File: config.mk
export PLATFORM = sky130hd
export DESIGN_NAME = updown_counter
export DESIGN_NICKNAME = d
export VERILOG_FILES = /design/src/rtl/updown_counter_pkg.sv /design/src/rtl/updown_counter.sv
export SDC_FILE = /design/constraint.sdc
export NUM_CORES = 1
export LEC_CHECK = 0
export ABC_AREA = 0
export ABC_CLOCK_PERIOD_IN_PS = 3000
export BUFFER_PORTS_ARGS = -buffer_cell sky130_fd_sc_hd__buf_2
export CAP_MARGIN = 20
export CORE_AREA = 2 2 39 41
export CTS_BUF_LIST = sky130_fd_sc_hd__clkbuf_8
export CTS_CLUSTER_DIAMETER = 100
export DETAILED_ROUTE_END_ITERATION = 16
export DIE_AREA = 0 0 41 43
export PLACE_DENSITY = 0.68
export SYNTH_ARGS = -nofsm -noshare
export SYNTH_HDL_FRONTEND = slang
export SYNTH_SLANG_ARGS = --single-unit
File: constraint.sdc
create_clock -name clk -period 3 [get_ports clk]
set_clock_uncertainty 0.15 [all_clocks]
set_input_delay 0.45 -clock clk [delete_from_list [all_inputs] [get_ports clk]]
set_output_delay 0.45 -clock clk [all_outputs]
set_load 0.02 [all_outputs]
File: src/rtl/updown_counter_pkg.sv
// Shared types and constants for the up/down counter: counting mode and direction encodings.
package updown_counter_pkg;

    typedef enum logic {
        CNT_WRAP = 1'b0,
        CNT_SAT  = 1'b1
    } cnt_mode_e;

    localparam logic DIR_DOWN = 1'b0;
    localparam logic DIR_UP   = 1'b1;

endpackage

File: src/rtl/updown_counter.sv
// Bounded up/down counter over 0..MAX_VALUE with wrap or saturate behaviour at the bounds.
// Define UPDOWN_COUNTER_ASSERT_EN to compile in concurrent protocol assertions.
module updown_counter
    import updown_counter_pkg::*;
#(
    parameter int WIDTH     = 4,
    parameter int MAX_VALUE = 8
) (
    input  logic             clk,
    input  logic             reset,
    input  logic             en,
    input  logic             up,
    input  logic             mode,
    input  logic             clear,
    input  logic             load,
    input  logic [WIDTH-1:0] load_val,
    output logic [WIDTH-1:0] count,
    output logic             at_max,
    output logic             at_zero,
    output logic             wrapped,
    output logic             saturated
);

    if (MAX_VALUE <= 0 || MAX_VALUE > (2 ** WIDTH) - 1) begin : gParamCheck
        $error("updown_counter: MAX_VALUE must lie in 1..2**WIDTH-1");
    end

    localparam logic [WIDTH-1:0] MaxVal = WIDTH'(MAX_VALUE);

    logic [WIDTH-1:0] count_q, count_d;
    logic             wrapped_q, wrapped_d;
    logic             saturated_q, saturated_d;
    cnt_mode_e        mode_sel;

    assign mode_sel = cnt_mode_e'(mode);

    // Priority clear > load > en; reset is applied in the register block.
    always_comb begin
        count_d     = count_q;
        wrapped_d   = 1'b0;
        saturated_d = 1'b0;
        if (clear) begin
            count_d = '0;
        end else if (load) begin
            count_d = (load_val > MaxVal) ? MaxVal : load_val;
        end else if (en) begin
            if (up == DIR_UP) begin
                if (count_q == MaxVal) begin
                    if (mode_sel == CNT_SAT) begin
                        saturated_d = 1'b1;
                    end else begin
                        count_d   = '0;
                        wrapped_d = 1'b1;
                    end
                end else begin
                    count_d = count_q + 1'b1;
                end
            end else begin
                if (count_q == '0) begin
                    if (mode_sel == CNT_SAT) begin
                        saturated_d = 1'b1;
                    end else begin
                        count_d   = MaxVal;
                        wrapped_d = 1'b1;
                    end
                end else begin
                    count_d = count_q - 1'b1;
                end
            end
        end
    end

    always_ff @(posedge clk) begin
        if (reset) begin
            count_q     <= '0;
            wrapped_q   <= 1'b0;
            saturated_q <= 1'b0;
        end else begin
            count_q     <= count_d;
            wrapped_q   <= wrapped_d;
            saturated_q <= saturated_d;
        end
    end

    assign count     = count_q;
    assign wrapped   = wrapped_q;
    assign saturated = saturated_q;
    assign at_max    = (count_q == MaxVal);
    assign at_zero   = (count_q == '0);

`ifdef UPDOWN_COUNTER_ASSERT_EN
    aCountInRange : assert property (@(posedge clk) disable iff (reset)
        count_q <= MaxVal);

    aPulsesExclusive : assert property (@(posedge clk) disable iff (reset)
        !(wrapped_q && saturated_q));

    // A second consecutive wrap needs en held high at a bound on the intervening edge.
    aWrapBackToBack : assert property (@(posedge clk) disable iff (reset)
        (wrapped_q && $past(wrapped_q)) |-> $past(en));
`else
`endif

endmodule

==> run metrics <==
Max Fanout on Critical Path=8; Worst Path Arrival=1500 ps; Root Driver=clkbuf_8; M1 WL=509 µm; Slowest-stage cell, CP=dfxtp_1; max_slew headroom=0.6777; mux share of post-synthesis cell area=0; final setup fails=0; # IOs=19; Port Buffers=18; Final Cycle Share=0.6998; Layout Nets=97; Pwr Density=407.5 nW/µm²; CP endpoint kind=output port; worst path cell trace=inv_1, ha_1, nor2b_4, and2_1, buf_2; CTS H-tree lvls=1; post-synth top area share=0.2177; Compound-Gate Fraction of Synth Area=0.2948; final hold vios=0; worst min path class=input port to flip-flop; met2 WL post-DR=577 µm; Achievable Freq=476.3 MHz; Initial DRT Pass Iterations=4; Routed WL=1142 µm; dpl ws=1143 ps; Final Max Slew Viols=0; Synth Area in XOR/XNOR=0.04989; Post-Route Utilization=0.4828; post-cts hold buffer count=0; Die ar.=1763 µm²; main combinational cell family by area after synthesis=compound AO/OA/AOI/OAI gates; Reg clk slew, reported paths=40 ps; Sink Count=6; Die Ht=43 µm; initial DRC count=6; TNS Setup=0 ps; Lkg Pwr=0.3117 nW; post-CTS setup buffer count=0; grt ovf=0; drc violations=0; P&R area growth vs syn=21.09%; syn avg cell area=8.489 µm²; GPL Wtd Cong=0.7866; synthesis-stage register bit count=6; Antenna Violating Nets Remaining=0; top routing layer in use=met3; RSZ-0062 raised after global routing=false; final worst slack=900.6 ps; Synth Area in Simple Gates=0.2812; CTS buffer count=3; Cell Area, Synth=551.8 µm²; post-synth cell types=35; Pwr Total=0.2723 mW; Cells after Synth=65; crit path kind=flip-flop to output port; status=completed; Vias=510; syn_nets=78; Placeable Area=1384 µm²; longest individual stage delay on the worst path=460 ps; r2r setup slk=1230 ps; share of layout cells above drive strength 1=0.3537; Non-Filler Instances=98; gr usage total=0.1579; Avg Vias per Cell=5.204; Max Cap Viol=0; worst-margin pin slew=482.7 ps; CP Launch Type=flip-flop; VDD IR-drop max=0.3390 mV; Post-Synth Adder-Cell Area=0.04535; DP HPWL=921.3 µm; area of the multi-input gates=370.4 µm²; final instance area=668.1 µm²; Die Width=41 µm; CTS tree=built; WP data required=2400 ps; first-pass GRT wire length=1869 µm; clock tree buffer depth=2; number of warnings issued by yosys=0; Synth area leaders=dfxtp_1 22%, a21oi_1 5.4%, xnor2_4 5.0%; Resized cells post-CTS=0; DR WL/cell=11.65 µm; vias in the first global route=428; WL met3=55 µm; Rows=14; area leader, netlist=dfxtp_1; largest net degree at the start of global routing=12; # fillers=142; Placed Instances=95; fin crit period=2099 ps; Initial Util=0.3987; placed inst area=626.9 µm²; initial antenna violation count=0; sequential share of the synthesized area=0.2177; clk_lat worst skew=220 ps; ANT cells=0; Min Hold Slack=281.5 ps; FF/Latch Area=120.1 µm²
routing by layer:
layer  track usage  vias up
li1              -      268
met1        0.1909      230
met5             0        -
met2        0.2406       12
met4       0.04000        0
met3       0.07853        0
worst max-delay path, delay by kind of cell (launching register included):
kind | cells | cell delay (ps)
fa+ha+maj | 1 | 270
flops | 1 | 460
buf+inv | 2 | 230
simple gates | 2 | 320
registers in the layout, summed over array words and instances, names as in the netlist:
| name | flops |
|---|---|
| count | 4 |
| wrapped | 1 |
| saturated | 1 |
final cells by class:
class | count | area share
Tap cell | 16 | 0.02996
Multi-Input combinational cell | 48 | 0.5543
Inverter | 7 | 0.03933
Timing Repair Buffer | 18 | 0.1348
Clock buffer | 3 | 0.06180
Sequential cell | 6 | 0.1798
worst paths after layout:
path / from / to / depth (start not counted)
max: count[0]$_SDFFE_PP0P_ / at_max / 5
min: reset / count[1]$_SDFFE_PP0P_ / 2
max reg2reg: count[0]$_SDFFE_PP0P_ / count[2]$_SDFFE_PP0P_ / 7
min reg2reg: count[1]$_SDFFE_PP0P_ / count[1]$_SDFFE_PP0P_ / 4
report_power, final:
group	internal [mW]	leakage, nW	switching [mW]
Clock	0.0859	0.0216	0.0319
Combinational	0.0282	0.241	0.0376
Sequential	0.0828	0.0487	0.00593
cells in the mapped netlist:
library cell  instances
nor3_1                1
o21bai_1              1
nor3_2                1
nor4_2                1
nand3_1               2
nand2_1               4
nor2_1                5
a21oi_1               6
o211ai_1              1
nor4b_1               2
xnor2_4               1
a31oi_4               1
clkinv_1              1
and3b_1               2
o31ai_1               1
buf_2                 1
ha_1                  2
and2_1                1
o211a_1               1
buf_4                 1
dfxtp_1               6
a311oi_1              1
o221ai_2              1
or2_4                 1
nand2b_1              2
nor2b_4               1
inv_1                 6
o221ai_1              1
o32ai_1               1
a21oi_2               1
a211oi_1              1
nand3b_1              1
o21ai_0               3
buf_6                 2
a31oi_1               1
placed cells by master, fill, tap and decap left out, drive strengths merged, types with 2 or more instances in the layout:
cell	netlist	routed
buf	4	18
a21oi	7	7
inv	6	6
dfxtp	6	6
nor2	5	5
nand2	4	4
o21ai	3	3
clkbuf	0	3
nand2b	2	2
nor4b	2	2
and3b	2	2
nand3	2	2
ha	2	2
a31oi	2	2
o221ai	2	2
nor3	2	2
kinds of logic after synthesis:
| family | Yosys count |
|---|---|
| flip-flops | 6 |
| AO/OA/AOI/OAI | 21 |
| XOR/XNOR | 1 |
| AND/OR/NAND/NOR | 24 |
| adder cells (fa/ha/maj) | 2 |
| buffers and inverters | 11 |
No activity file was read; power rests on OpenSTA's default activity.
